**src/rtl/memory_copier_v2.sv**
```systemverilog
// EEPROM-to-RAM block copier with optional read-back verify.
// Shares one data bus; all strobes are active-low and registered.
module memory_copier_v2 #(
  parameter int unsigned COPY_WIDTH    = 13,
  parameter logic [15:0] DEST_BASE     = 16'hE000,
  parameter int unsigned SETTLE_CYCLES = 1,
  parameter int unsigned WE_CYCLES     = 1,
  parameter bit          VERIFY        = 1'b1,
  parameter bit          AUTO_START    = 1'b1
) (
  input  logic        clock,
  input  logic        reset,
  input  logic        start,
  input  logic [7:0]  data_in,
  output logic [15:0] address,
  output logic        ram_cs_n,
  output logic        ram_we_n,
  output logic        ram_oe_n,
  output logic        eeprom_cs_n,
  output logic        eeprom_oe_n,
  output logic        busy,
  output logic        done,
  output logic        error,
  output logic [15:0] error_address
);

  localparam int unsigned CMAX =
    (SETTLE_CYCLES > WE_CYCLES) ? SETTLE_CYCLES : WE_CYCLES;
  localparam int unsigned CW = (CMAX > 1) ? $clog2(CMAX) : 1;

  localparam logic [CW-1:0] S_LAST  = CW'(SETTLE_CYCLES - 1);
  localparam logic [CW-1:0] W_LAST  = CW'(WE_CYCLES - 1);
  localparam logic [CW-1:0] CNT_ONE = CW'(1);

  localparam logic [COPY_WIDTH-1:0] OFF_ONE = COPY_WIDTH'(1);

  // 17-bit shift keeps COPY_WIDTH=16 from collapsing the mask to zero
  localparam logic [15:0] OFF_MASK =
    16'((17'd1 << COPY_WIDTH) - 17'd1);
  localparam logic [15:0] BASE = DEST_BASE & ~OFF_MASK;

  typedef enum logic [3:0] {
    IDLE,
    C_SETTLE,
    C_WRITE,
    C_NEXT,
    V_ROM,
    V_RAM,
    V_NEXT,
    DONE,
    ERROR
  } state_t;

  state_t                st;
  state_t                nxt_st;
  logic [COPY_WIDTH-1:0] off;
  logic [COPY_WIDTH-1:0] nxt_off;
  logic [CW-1:0]         cnt;
  logic [CW-1:0]         nxt_cnt;
  logic [7:0]            exp_q;
  logic [7:0]            nxt_exp;
  logic [15:0]           nxt_ea;
  logic                  arm;
  logic                  last;

  assign address = BASE | 16'(off);
  assign last    = (off == '1);

  // {eeprom_cs_n, eeprom_oe_n, ram_cs_n, ram_oe_n, ram_we_n}
  function automatic logic [4:0] strb(input state_t s);
    case (s)
      C_SETTLE: strb = 5'b00011;
      C_WRITE:  strb = 5'b00010;
      C_NEXT:   strb = 5'b00011;
      V_ROM:    strb = 5'b00111;
      V_RAM:    strb = 5'b11001;
      default:  strb = 5'b11111;
    endcase
  endfunction

  function automatic logic is_busy(input state_t s);
    is_busy = !(s == IDLE || s == DONE || s == ERROR);
  endfunction

  always_comb begin
    nxt_st  = st;
    nxt_off = off;
    nxt_cnt = cnt;
    nxt_exp = exp_q;
    nxt_ea  = error_address;
    unique case (st)
      IDLE: begin
        if (start || (AUTO_START && arm)) begin
          nxt_off = '0;
          nxt_cnt = '0;
          nxt_st  = C_SETTLE;
        end
      end
      C_SETTLE: begin
        if (cnt == S_LAST) begin
          nxt_cnt = '0;
          nxt_st  = C_WRITE;
        end else begin
          nxt_cnt = cnt + CNT_ONE;
        end
      end
      C_WRITE: begin
        if (cnt == W_LAST) begin
          nxt_cnt = '0;
          nxt_st  = C_NEXT;
        end else begin
          nxt_cnt = cnt + CNT_ONE;
        end
      end
      C_NEXT: begin
        nxt_cnt = '0;
        if (last) begin
          nxt_off = '0;
          nxt_st  = VERIFY ? V_ROM : DONE;
        end else begin
          nxt_off = off + OFF_ONE;
          nxt_st  = C_SETTLE;
        end
      end
      V_ROM: begin
        if (cnt == S_LAST) begin
          nxt_cnt = '0;
          nxt_exp = data_in;
          nxt_st  = V_RAM;
        end else begin
          nxt_cnt = cnt + CNT_ONE;
        end
      end
      V_RAM: begin
        if (cnt == S_LAST) begin
          nxt_cnt = '0;
          if (data_in != exp_q) begin
            nxt_ea = address;
            nxt_st = ERROR;
          end else begin
            nxt_st = V_NEXT;
          end
        end else begin
          nxt_cnt = cnt + CNT_ONE;
        end
      end
      V_NEXT: begin
        nxt_cnt = '0;
        if (last) begin
          nxt_st = DONE;
        end else begin
          nxt_off = off + OFF_ONE;
          nxt_st  = V_ROM;
        end
      end
      DONE, ERROR: begin
        if (start) begin
          nxt_off = '0;
          nxt_cnt = '0;
          nxt_ea  = '0;
          nxt_st  = C_SETTLE;
        end
      end
    endcase
  end

  // outputs are decoded from the next state so they change with it
  always_ff @(posedge clock) begin
    if (reset) begin
      st            <= IDLE;
      off           <= '0;
      cnt           <= '0;
      exp_q         <= '0;
      arm           <= 1'b1;
      eeprom_cs_n   <= 1'b1;
      eeprom_oe_n   <= 1'b1;
      ram_cs_n      <= 1'b1;
      ram_oe_n      <= 1'b1;
      ram_we_n      <= 1'b1;
      busy          <= 1'b0;
      done          <= 1'b0;
      error         <= 1'b0;
      error_address <= '0;
    end else begin
      st            <= nxt_st;
      off           <= nxt_off;
      cnt           <= nxt_cnt;
      exp_q         <= nxt_exp;
      arm           <= 1'b0;
      {eeprom_cs_n, eeprom_oe_n, ram_cs_n, ram_oe_n, ram_we_n}
                    <= strb(nxt_st);
      busy          <= is_busy(nxt_st);
      done          <= (nxt_st == DONE);
      error         <= (nxt_st == ERROR);
      error_address <= nxt_ea;
    end
  end

endmodule

```
**config.mk**
```make
export PLATFORM = sky130hd
export DESIGN_NAME = memory_copier_v2
export DESIGN_NICKNAME = d
export VERILOG_FILES = /design/src/rtl/memory_copier_v2.sv
export SDC_FILE = /design/constraint.sdc
export NUM_CORES = 1
export LEC_CHECK = 0
export BUFFER_PORTS_ARGS = -buffer_cell sky130_fd_sc_hd__buf_4
export CORE_MARGIN = 2
export CORE_UTILIZATION = 25
export CTS_CLUSTER_DIAMETER = 150
export CTS_CLUSTER_SIZE = 40
export DETAILED_ROUTE_END_ITERATION = 6
export GPL_ROUTABILITY_DRIVEN = 1
export SETUP_SLACK_MARGIN = 0.1
export SLEW_MARGIN = 40
export SYNTH_ARGS = -nofsm -noshare
export SYNTH_HDL_FRONTEND = slang
export SYNTH_SLANG_ARGS = --single-unit
```
**constraint.sdc**
```tcl
create_clock -name clock -period 2.8 [get_ports clock]
set_input_delay 0 -clock clock [delete_from_list [all_inputs] [get_ports clock]]
set_output_delay 0 -clock clock [all_outputs]
set_load 0.02 [all_outputs]
```
* Word level (Yosys, flattened, before mapping)
Cells that the tools add are included.
** Cells by class
- Add/sub/neg operators :: 2
- Multipliers :: 0
- Div/mod/pow operators :: 0
- Order comparisons :: 0
- Equality and inequality tests :: 22
- Shift operators :: 0
- Multiplexer cells :: 25
- Bitwise logic cells :: 1
- Reduce and logical (&&, ||, !) cells :: 16
** Operators with widths (count)
- 2-to-1 mux 13 bit :: 4
- case mux 13 bit (4 select lines) :: 1
- 2-to-1 mux 16 bit :: 3
- case mux 16 bit (2 select lines) :: 1
- case mux 4 bit (8 select lines) :: 1
- equality test 4 x 3 -> 1 bit, second input constant :: 7
- 2-to-1 mux 4 bit :: 7
- case mux 5 bit (4 select lines) :: 1
- equality test 4 x 2 -> 1 bit, second input constant :: 4
- adder 13 x 1 -> 13 bit, second input constant :: 1
- equality test 13 bit, second input constant :: 1
- != test 2 bit, second input constant :: 5
- equality test 4 x 1 -> 1 bit, second input constant :: 2
- equality test 4 bit, second input constant :: 2
- logical NOT 4 bit :: 2
- != test 8 bit :: 1
- AND reduction 4 bit :: 2
- OR reduction 2 bit :: 3
- 2-to-1 mux 1 bit :: 4
- case mux 1 bit (4 select lines) :: 1
- AND reduction 2 bit :: 2
- nonzero test 4 bit :: 1
- OR reduction 4 bit :: 1
- logical OR 1 bit :: 3
- other kinds (6) :: 6
** Word-level totals
- Register bits :: 51
- Latch bits :: 0
- Memory bits (writable) :: 0
- ROM bits :: 0
- Input port bits :: 11
- Output and inout bits :: 40
- Logic and storage cells :: 80
- Memories kept :: 0

* Longest topological paths before layout
Gate-level depths: netlist of the first run.
- Word-level depth :: 8
- Depth in mapped cells :: 8
- Depth with buffers taken out :: 7

* Worst setup path before layout of the first run
Ideal clock, no wire load.
- Kind :: register to register
- Start :: reg off[0]
- End :: reg ram_cs_n
- Library setup time :: 0.061 ns
- Arrival time :: 2.037 ns
- Required time :: 2.739 ns
- Setup slack :: 0.702 ns
- Stages on the path, launching flop included :: 9
- Path buffers :: 1
- Period minus slack after synthesis :: 2.098 ns
- Cells stage by stage :: dfxtp_1 > ha_1 > nand2_1 > nor4_4 > nand2_4 > and3_1 > buf_6 > mux2_4 > nand3_2
** Between the ends
- Cells in the longest elaborated chain, start to end :: 6
- Elaborated cells between the ends (all ways) :: 11
- Classes of those cells :: eq/ne (6); mux (4); reduce/logical (1)
** Ends and longest elaborated chain
- start, declared :: RTL line 56 : logic [COPY_WIDTH-1:0] off;
- start signal, assigned :: RTL line 186 : off <= nxt_off;
- equality test 13 bit (*) :: RTL line 67 : assign last = (off == '1);
- 2-to-1 mux 2 bit / 2-to-1 mux 3 bit (equally long branches) :: RTL line 149, 117
- case mux 4 bit (8 select lines) (*) :: RTL line 91 : unique case (st)
- equality test 4 x 2 -> 1 bit / equality test 4 x 1 -> 1 bit (equally long branches) :: RTL line 71 : case (s)
- OR reduction 2 bit (no source line)
- case mux 5 bit (4 select lines) (*) :: RTL line 71
- end signal, assigned :: RTL line 177 : ram_cs_n <= 1'b1;
- end, declared :: RTL line 16 : output logic ram_cs_n,
Mark *: on every way between the ends. The rest lies on a longest branch, timed or not.
A chain may end at the register's enable or synchronous reset.

* Final worst setup path of the first run
- Start :: reg st[0]
- End :: reg ram_cs_n
** Between the ends
- Cells in the longest elaborated chain, start to end :: 6
- Elaborated cells between the ends (all ways) :: 24
- Classes of those cells :: eq/ne (13); mux (8); reduce/logical (3)
** Ends and longest elaborated chain
- start, declared :: RTL line 54 : state_t st;
- start signal, assigned :: RTL line 185 : st <= nxt_st;
- equality test 4 x 3 -> 1 bit / equality test 4 bit (equally long branches) :: RTL line 91
- OR reduction 2 bit :: RTL line 91
- case mux 4 bit (8 select lines) (*) :: RTL line 91
- equality test 4 x 2 -> 1 bit / equality test 4 x 1 -> 1 bit (equally long branches) :: RTL line 71
- OR reduction 2 bit (no source line)
- case mux 5 bit (4 select lines) (*) :: RTL line 71
Marked as above.

==> run summary, run 1 <==
At the placement stage, the worst setup path has a slack of 0.5073 ns. The flow ran to the end, and the final reports show no timing, DRC or antenna violations. Walking the worst path, the cells encountered are nor3b_1, or3b_1, and3_1, mux2_4, nand3_2. The clock latency reported for the late side of the worst-skew pair is 0.29 ns, and the final period utilization is 82.71%.

Headroom to the max-slew limit came out at 52.08%. TritonCTS built the clock tree. In the synthesized netlist the async set-or-reset flop fraction comes to 0%. Arrival time at the worst endpoint: 2.55 ns. The library cell used most frequently in the layout, excluding fill and tap cells, is buf_4. The max-slew violation count is 0, and the floorplan row count is 34. Setup repair after global routing left no endpoint under its margin.

The first routing iteration left 126 violations. The area growth from synthesis to final layout works out to 24.70%. Cell type group with the largest total delay on the critical path: simple AND/OR/NAND/NOR gates. The endpoint identified for the worst register-to-register timing path is ram_cs_n$_SDFF_PP1_. Input and output buffers added on the ports amount to 47. For the area of the core region, the log shows 8806 sq um. The Yosys step of the flow raised 0 warnings.

The logs give 0 for the initial antenna violation count and 420 for the number of placed cells counting well taps. The run gives 52 as the number of distinct library cell variants in the gate-level netlist after synthesis. The peak per-stage delay on the critical path is 0.74 ns.

The worst hold path belongs to the class in -> reg. The sort of element at the end of the critical path is a flip-flop. Sequential cells were found to cover 41.18% of the synthesized design area. The tools report the number of global-route vias before repair as 1873. The repair_antennas step left the layout with diodes totalling 0.

The critical path crosses 5 cells after its start point. The max-cap check violation count is 0, and the DRC violation count after routing is 0. The tools report the clock root buffer master as clkbuf_8.

The number of sinks on the clock net is 47, and the number of buffer and inverter stages on the critical path is 0. Using the TritonRoute via totals, the vias-per-cell ratio works out to 4.491. On the critical path, the stage with the largest delay is an instance of dfxtp_1. The run gives 1958 as the vias after detailed routing. Overall power consumption after layout is estimated at 0.001548 W. At the pin with the least slew margin, the transition time is 0.7160 ns. For this run, the leading register cell type out of synthesis is dfxtp_1.

Summed over all failing endpoints, the final setup total negative slack is 0 ns. The utilization of the core after routing was 32.35%; the largest clock skew in the final design was 0.007707 ns. The beginning of the critical path was st[0]$_SDFF_PP0_. Detailed placement ended at an HPWL of 3.774 mm. The logs give 8.804 mm for the wire length of the first global-routing pass and 0 for the total grt overflow. Data on the critical path is required at its endpoint by 3.03 ns.

Buffers inserted during clock tree synthesis total 5. No sink is reached through more buffers than the 2 on the longest clock path. The total count of hold-check failures in the final report was 0; the post-synthesis instance total was 283. Once detail routing completed, the nets flagged for antenna violations numbered 0. Synthesis inferred 47 register bits. The final critical delay including setup and external delays works out to 2.316 ns. The tools report the reg-to-reg critical path startpoint as st[0]$_SDFF_PP0_. The floorplan step set the die height to 99.60 um. The logs give 9919 sq um for the overall die area and 10.78% for the overall track demand over capacity in global routing.

After detailed routing, the average wire length per cell comes to 11.65 um. The tools report the deepest level of the CTS H-tree as 2. The maximum number of pins on one net before global-route repair was 33; the highest clock frequency the design can meet was 431.8 MHz.

The run gives 51 as the I/O pin total. The worst-case setup margin in the final layout was 0.4842 ns. Clock-pin slew was measured on the worst setup and hold paths at 0.08 ns. The number of detailed-routing iterations run before antenna repair is 4, and the maximum vdd ir drop is 0.2360 mV. The type of the setup path with the least slack was reg -> reg.

At the end of the flow, the number of nets in the layout was 339. Setup violations remaining at the end of the flow were counted as 0. The finished layout holds 436 standard cells, fillers aside. The final wirelength came out at 5.080 mm.

The startpoint type of the worst setup path is a flip-flop. Of all nets on the critical path, the largest fanout is 19. The top cell types in the final layout, fill and taps aside, are 50 x buf_4, 47 x dfxtp_1, 45 x nor2_1. Counting cells, the worst reg-to-reg path comes to 5.

The number of fillers in the final layout is 930. The congestion estimate from routability-driven global placement came to 0.8111. The share of layout cells above drive strength 1 was 19.82%; the register-to-register path setup slack was 0.48 ns. The logs give 25.94% for the starting utilization of the core area and 2285 sq um for the cell area after synthesis.

Dividing total power by cell area gives a power density of 543.5 nW/um^2. The run gives 1.093 nW as the static power due to leakage. In this run the worst setup path terminates at ram_cs_n$_SDFF_PP1_. The synthesized design contains 0 enable-type register cells.

The die is 99.60 um wide. The mean instance size in the synthesized netlist was 8.073 sq um.
layout make-up:
cell class                      instances  area, sq um  area share [%]
Tap cell                              108        135.1           4.743
Sequential cell                        47        940.9           33.03
Timing Repair Buffer                   58        455.4           15.99
Multi-Input combinational cell        196         1165           40.89
Clock inverter                          1        5.005          0.1757
Clock buffer                            7        76.32           2.679
Inverter                               19        71.32           2.503
sequential cells by signal (all words and copies together) (netlist names):
name,cells
arm,1
st,4
error,1
done,1
error_address,14
ram_oe_n,1
ram_we_n,1
exp_q,8
off,13
eeprom_cs_n,1
ram_cs_n,1
busy,1
cells in the mapped netlist, drive strengths merged, types with 3 or more instances:
cell | instances | area, sq um
a21oi | 16 | 80.08
a31oi | 13 | 81.33
and3 | 4 | 25.02
buf | 13 | 88.83
clkbuf | 10 | 37.54
dfxtp | 47 | 940.9
inv | 19 | 71.32
nand2 | 27 | 108.9
nand2b | 5 | 33.78
nand3 | 6 | 35.03
nand3b | 3 | 22.52
nand4 | 6 | 43.79
nor2 | 45 | 168.9
nor2b | 3 | 18.77
nor3 | 7 | 51.30
o21ai | 10 | 50.04
or3 | 4 | 25.02
xnor2 | 12 | 105.1
xor2 | 6 | 52.55
worst reg2reg max path, stage by stage, from the launching register on:
cell     delay, ns
dfxtp_1       0.74
nor3b_1       0.44
or3b_1        0.43
and3_1        0.26
mux2_4        0.32
nand3_2       0.07
layer usage:
layer  GRT usage, %  part of all wire (%)  vias to the layer above
met4          3.899                   1.9                        0
met2          15.96                    42                       40
met1          15.25                    52                      875
li1               -                     -                     1036
met3          2.530                   3.9                        7
met5              0                     0                        -
where the power goes:
group	switching (W)	internal, W
Clock	0.000217	0.000176
Combinational	0.000208	0.000181
Sequential	0.0000611	0.000706
how the worst min path moves through the flow:
stage                from                     to  slack (ns)  depth (start not counted)
2_1_floorplan       reset            arm$_DFF_P_        0.03                          0
3_3_place_gp   data_in[5]  exp_q[5]$_SDFFE_PP0P_        0.27                          3
3_5_place_dp   data_in[5]  exp_q[5]$_SDFFE_PP0P_        0.27                          3
4_1_cts             reset            arm$_DFF_P_       0.008                          1
5_1_grt             reset            arm$_DFF_P_        0.01                          1
6_report            reset            arm$_DFF_P_        0.02                          1
timing repair:
item	in CTS	in global routing
buffers inserted	0	0
resized for setup	0	0
hold endpoints to repair	8	0
hold buffers	8	0
per-stage QoR:
stage | instance area, sq um | hold slack (ns)
detailed placement | 2688 | 0.2719
floorplan | 2292 | 0.02772
global placement | 2680 | 0.2692
CTS | 2849 | 0.008309
finish | 2849 | 0.01676
global route | 2849 | 0.01070
cell families after synthesis:
group | share of synthesized area [%]
AND/OR/NAND/NOR | 28.53
multiplexers | 1.533
adder cells (fa/ha/maj) | 0.5476
other | 0.1641
buffers and inverters | 8.653
AO/OA/AOI/OAI | 12.49
XOR/XNOR | 6.900
flip-flops | 41.18
Note: power is estimated with default switching activity, not from simulation.
==> run 2: changes to the inputs <==
==> constraint.sdc (replaced) <==
create_clock -name clock -period 2.3 [get_ports clock]
set_input_delay 0 -clock clock [delete_from_list [all_inputs] [get_ports clock]]
set_output_delay 0 -clock clock [all_outputs]
set_load 0.02 [all_outputs]
==> run summary, run 2 (synthesis gave the netlist of run 1 again) <==
The flow ran to the end, and the final reports show no timing, DRC or antenna violations. The run gives 0 as the initial antenna violation count. Entering global routing, the biggest net connects 33 pins. The met2 layer wire length in the routed design was 2.357 mm; the final-report setup violation count was 0. Total negative setup slack: 0 ns. The total power per unit cell area works out to 734.0 nW/um^2. Port buffering added 47 buffers. The setup path with the least slack is of type reg -> reg.

Walking the worst path, the cells encountered are nand2b_2, nor3b_1, or3b_1, and3_1, mux2_4, nand3_2. The tool flagged a number of max-cap violations equal to 0. The floorplan has 34 rows. The die is 99.60 um tall. STA puts the critical path data arrival time at 2.38 ns.

The share of layout cells above drive strength 1 works out to 22.99%. After detailed routing, the number of vias per cell comes to 4.589. The tree is rooted in a clkbuf_8. The area growth from synthesis to final layout came out at 29.24%. Global routing used 11.39% of the available tracks. For this design the static power due to leakage is 1.150 nW.

Of the available clock period, the critical path in the final layout requires 92.77%. TritonCTS built the clock tree. On the critical path, the stage with the largest delay is an instance of dfxtp_1. Clock tree synthesis found a total of 47 sinks.

The part of the power in the clock network was 33.6%; the clock tree buffer depth was 2. The I/O pin total was 51; the final critical delay including setup and external delays was 2.134 ns. The leading cell type in the layout, fill and taps excluded is buf_4.

The first detailed-routing pass ran for 4 iterations. The number of flip-flops in the largest register works out to 14. Setup repair after global routing could not meet its margin everywhere.

The run gives 0 as the total grt overflow. The number of antenna diodes in the final layout is 0. The analysis attributes to net switching a power of 0.0006354 W.

Post-CTS repair timing setup buffer count: 0. The highest clock frequency the design can meet is 468.6 MHz. Peak per-stage delay on the critical path: 0.52 ns.

Once detailed placement completed, the half-perimeter wirelength came to 4.010 mm. The tools report the wire length of the first global-routing pass as 9.149 mm. For the routed wire length on met3, the log shows 326 um.

The startpoint type of the worst setup path is a flip-flop. The clock transition at the register clock pins on the worst setup and hold paths after CTS works out to 0.09 ns. In this run the top signal layer used is met4. In the final routed layout, each cell accounts on average for 12.57 um. The total count of hold-check failures in the final report was 0; the proportion of power drawn by flip-flops and latches was 42.5%.

Max-slew violation count: 0. Summed over all layers, the routed wires come to 5.568 mm. The run gives 2.770 mm as the routed metal-1 wirelength. The clock reaches the later pin of the worst-skew pair after 0.31 ns. The final layout contains 346 nets.

Per report_power, the combinational group accounts for 23.9% of the total. The number of placed cells counting well taps is 427. The run gives 25.94% as the starting utilization of the core area.

After floorplanning, the core was sized to cover 8806 sq um. Net switching is 29.32% of the power. The tools report the count of nets left with antenna violations after detail routing as 0.

The horizontal die dimension came out at 99.60 um. The top cell types in the final layout, fill and taps aside, are 57 x buf_4, 45 x nor2_1, 45 x dfxtp_1. The number of global-route vias before repair is 1813, and the largest clock skew in the final design is 0.01273 ns.

In the final layout, the registers with the most flip-flops are error_address x14, off x13, exp_q x8. The internal cell power is 0.001532 W, and the data required time of the worst path is 2.55 ns. Counting the buffers created by CTS gives 5.

The count of cells in the finished layout, fillers not included, comes to 443. The routed layout has 2033 vias. For the DRC violation count after routing, the log shows 0. STA classifies the critical path endpoint as a flip-flop.

The initial detailed-routing violation count came out at 168. The tightest min-delay check is of the in -> reg type. The H-tree was split into 2 levels.

The die covers 9919 sq um. The final weighted congestion in routability-driven placement was 0.9118; the largest driver fanout on the critical path was 7. Maximum vdd ir drop: 0.2769 mV. More flip-flops sit in one register than any other, and that register is error_address.
## run 2: cell count changes in the layout (fill, tap and decap cells not counted), sizes merged
cell | before | now
buf | 50 | 57
clkbuf | 7 | 5
clkinv | 1 | 0
bufinv | 0 | 2
clkinvlp | 0 | 1
## run 2: worst max-delay path, delay by kind of cell (launching register included)
kind / cells / cell delay, ns
mux: 1 / 0.32
flops: 1 / 0.52
simple gates: 5 / 1.23
## run 2: path summary, 6_finish.rpt
path                            slack [ns]                    end  cells after the start                  start
worst max-delay path                  0.17    ram_cs_n$_SDFF_PP1_                      6       st[2]$_SDFF_PP0_
worst min-delay path                  0.02            arm$_DFF_P_                      1                  reset
worst max register to register        0.17    ram_cs_n$_SDFF_PP1_                      6       st[2]$_SDFF_PP0_
worst min register to register        0.47  exp_q[2]$_SDFFE_PP0P_                      2  exp_q[2]$_SDFFE_PP0P_
## run 2: through the flow
stage	utilization [%]	hold slack (ns)	setup WS [ns]	cell area, sq um	total power [W]
global placement	31.03	0.2673	0.2899	2733	0.001438
CTS	33.49	0.01083	0.1629	2949	0.002185
floorplan	-	0.02772	0.2022	2292	0.001324
global route	33.53	0.01779	0.09629	2953	0.002276
finish	33.53	0.01555	0.1662	2953	0.002167
detailed placement	31.03	0.2742	0.2430	2733	0.001445
## run 2: what timing repair did
item | CTS | global route
resized for setup | 0 | 3
setup endpoints to repair | 0 | 14
endpoints found under the hold margin | 8 | 0
hold buffers | 8 | 0
## run 2: power groups by stage
| stage | Combinational, W | Clock (W) | Sequential, W |
|---|---|---|---|
| 4_1_cts | 0.000520 | 0.000746 | 0.000919 |
| 3_5_place_dp | 0.000507 | 0 | 0.000938 |
| 5_1_grt | 0.000567 | 0.000776 | 0.000933 |
| 6_report | 0.000518 | 0.000727 | 0.000922 |
| 3_3_place_gp | 0.000501 | 0 | 0.000937 |
| 2_1_floorplan | 0.000377 | 0 | 0.000947 |
## run 2: per-layer routing
| metal | vias to the layer above | global-route usage [%] |
|---|---|---|
| met2 | 60 | 16.63 |
| li1 | 1045 | - |
| met1 | 920 | 16.22 |
| met4 | 0 | 4.636 |
| met3 | 8 | 2.460 |
| met5 | - | 0 |
## run 2: area by class of cell
| class | instances | area [sq um] |
|---|---|---|
| clock buffer | 5 | 68.82 |
| inverter | 19 | 71.32 |
| clock inverter | 3 | 67.56 |
| fill | 933 | 5853 |
| multi-input combinational | 196 | 1159 |
| timing repair buffer | 65 | 508.0 |
| sequential | 47 | 943.4 |
| tap | 108 | 135.1 |
==> run 3: changes to the inputs <==
--- a/config.mk
+++ b/config.mk
@@ -12,6 +12,7 @@
 export CTS_CLUSTER_SIZE = 40
 export DETAILED_ROUTE_END_ITERATION = 6
 export GPL_ROUTABILITY_DRIVEN = 1
+export RECOVER_POWER = 25
 export SETUP_SLACK_MARGIN = 0.1
 export SLEW_MARGIN = 40
 export SYNTH_ARGS = -nofsm -noshare
==> run summary, run 3 (synthesis gave the netlist of run 1 again) <==
At the worst endpoint, the required time is 2.55 ns. Dividing total power by cell area gives a power density of 745.9 nW/um^2. The initial utilization of the core area, before any placement, comes to 25.94%. The sequential cells in the finished layout cover a total of 943.4 sq um. In the final layout, the share of cells above drive strength 1 is 16.72%.

The initial detailed-routing violation count is 148, and the clock tree buffer depth is 2. Clock tree synthesis found a total of 47 sinks. The setup path with the least slack is of type reg -> reg.

The logs give 32.64% for the utilization of the core after routing and 0.2430 ns for the worst slack after detailed placement. The logs give 8806 sq um for the area of the core region and 2032 for the vias after detailed routing. The number of global-route vias before repair was 1813; the net switching fraction of the power was 29.84%.

The tools report the overall die area as 9919 sq um. The proportion of power drawn by flip-flops and latches is 43.0%, and the tightest slew margin relative to the limit is 4.201%. The congestion estimate from routability-driven global placement came to 0.9118. More flip-flops sit in one register than any other, and that register is error_address. The total grt overflow is 0, and the final critical delay including setup and external delays is 2.139 ns. The multi-input combinational cells in the finished layout cover a total of 1159 sq um. In the final layout, the registers with the most flip-flops are error_address x14, off x13, exp_q x8. The count of port buffers added during placement works out to 47. The internal portion of the total power is 0.001504 W.

On the worst path, the slowest cell contributes a delay of 0.52 ns. The vias per cell was 4.587; the antenna diode count was 0. Along the worst path, the maximum fanout reaches 7. For this run, design rule violations remaining after detail routing come to 0. STA classifies the critical path endpoint as a flip-flop.

The HPWL after detailed placement is 4.010 mm. The max-slew violation count came out at 0. The run gives 0 as the max-cap check violation count. Setup repair after global routing could not meet its margin everywhere. The worst-case setup margin in the final layout came out at 0.1615 ns. Final hold analysis gives a worst-case slack of 0.2052 ns.

The critical path goes through nand2b_2, nor3b_1, or3b_1, and3_1, mux2_4, nand3_2. The area growth from synthesis to final layout is 25.79%. The tools report the final net count as 346. The analysis attributes to net switching a power of 0.0006396 W.

In this run the number of H-tree levels came out at 2. In the global route stage, overall resource usage came out at 11.39%. The part of the power in the clock network came out at 34.0%. The clock transition at the register clock pins on the worst setup and hold paths after CTS came out at 0.08 ns. Number of detailed-routing iterations run before antenna repair: 4. The first global-routing pass estimated 9.149 mm of wire. Counting the fill cells in the layout gives 948.

The final-report setup violation count was 0. Initial antenna violation count: 0. Slowest library cell on the worst path: dfxtp_1.

Number of flip-flops in the largest register: 14. The later pin in the worst-skew pair is clocked with a latency of 0.31 ns. Entering global routing, the biggest net connects 33 pins. The number of placed instances, taps included, is 427. Clock root buffer master: clkbuf_8. The relative contribution of combinational cells to total power is 23.0%.

The height of the chip is 99.60 um, and the horizontal die dimension is 99.60 um. Grouping stages by cell kind, the critical path spends the most delay in simple AND/OR/NAND/NOR gates. The tools report the I/O pin total as 51. TritonCTS built the clock tree.

Once detail routing completed, the nets flagged for antenna violations numbered 0. STA puts the critical path data arrival time at 2.38 ns. The largest clock skew in the final design is 0.01249 ns.

Dividing the final minimum period by the clock period gives 92.98%. After routing, the total negative slack on setup checks comes to 0 ns. The worst setup path is launched from a flip-flop. At the pin with the least slew margin, the transition time is 1.437 ns. The floorplan has 34 rows. In the layout the commonest cells are 45 x nor2_1, 45 x dfxtp_1, 36 x buf_4. For the highest clock frequency the design can meet, the log shows 467.6 MHz.

Maximum vdd ir drop: 0.2782 mV. The total count of hold-check failures in the final report came out at 0. The tightest min-delay check is of the in -> reg type. Counting both buffers and inverters, the worst setup path holds a total of 0. The finished layout holds 443 standard cells, fillers aside.

The flow ran to the end, and the final reports show no timing, DRC or antenna violations. Wires add up to 5.582 mm. Counting the buffers created by CTS gives 5.

The routed length per instance is 12.60 um. The static power due to leakage was 1.067 nW.
-- run 3: cell count changes in the layout (fill, tap and decap cells not counted), sizes merged --
cell | before | now
buf | 57 | 36
clkbuf | 5 | 26
-- run 3: worst reg2reg max path: stages, from the launching register on --
cell and delay [ns]:
dfxtp_1 0.52, nand2b_2 0.17, nor3b_1 0.33, or3b_1 0.42, and3_1 0.26, mux2_4 0.33
nand3_2 0.07
-- run 3: per-stage QoR --
step	cell area [sq um]	power [W]
after floorplan	2292	0.001324
after global placement	2733	0.001438
after detailed placement	2733	0.001445
after CTS	2949	0.002185
after global routing	2874	0.002248
final	2874	0.002144
-- run 3: final cells by class --
type	instances	share of cell area, %
clock buffer	5	2.394
sequential	47	32.83
multi-input combinational	196	40.31
inverter	19	2.481
timing repair buffer	65	14.93
clock inverter	3	2.351
tap	108	4.702
-- run 3: power by group through the flow --
stage	logic (W)	clock network, W	registers [W]
floorplan	0.000377	0	0.000947
global placement	0.000501	0	0.000937
detailed placement	0.000507	0	0.000938
CTS	0.000520	0.000746	0.000919
global route	0.000540	0.000776	0.000932
finish	0.000494	0.000728	0.000922
-- run 3: routing by layer --
| metal | GRT usage, % | vias to the layer above | part of all wire, % | routed length [um] |
|---|---|---|---|---|
| li1 | - | 1043 | - | - |
| met1 | 16.22 | 920 | 51 | 2863 |
| met2 | 16.63 | 61 | 42 | 2343 |
| met3 | 2.460 | 8 | 4.7 | 261 |
| met4 | 4.636 | 0 | 2.0 | 114 |
| met5 | 0 | - | 0 | 0 |
-- run 3: path summary, 6_finish.rpt --
| kind | start | to | slack, ns | depth (start not counted) |
|---|---|---|---|---|
| setup / recovery | st[2]$_SDFF_PP0_ | ram_cs_n$_SDFF_PP1_ | 0.16 | 6 |
| hold / removal | start | st[0]$_SDFF_PP0_ | 0.21 | 4 |
| setup reg to reg | st[2]$_SDFF_PP0_ | ram_cs_n$_SDFF_PP1_ | 0.16 | 6 |
| hold reg to reg | exp_q[2]$_SDFFE_PP0P_ | exp_q[2]$_SDFFE_PP0P_ | 0.47 | 2 |
-- run 3: what timing repair did --
| item | 4_1_cts | 5_1_grt |
|---|---|---|
| hold endpoints to repair | 8 | 0 |
| buffers inserted | 0 | 0 |
| hold buffers | 8 | 0 |
| gates resized for setup | 0 | 3 |
| setup endpoints to repair | 0 | 14 |
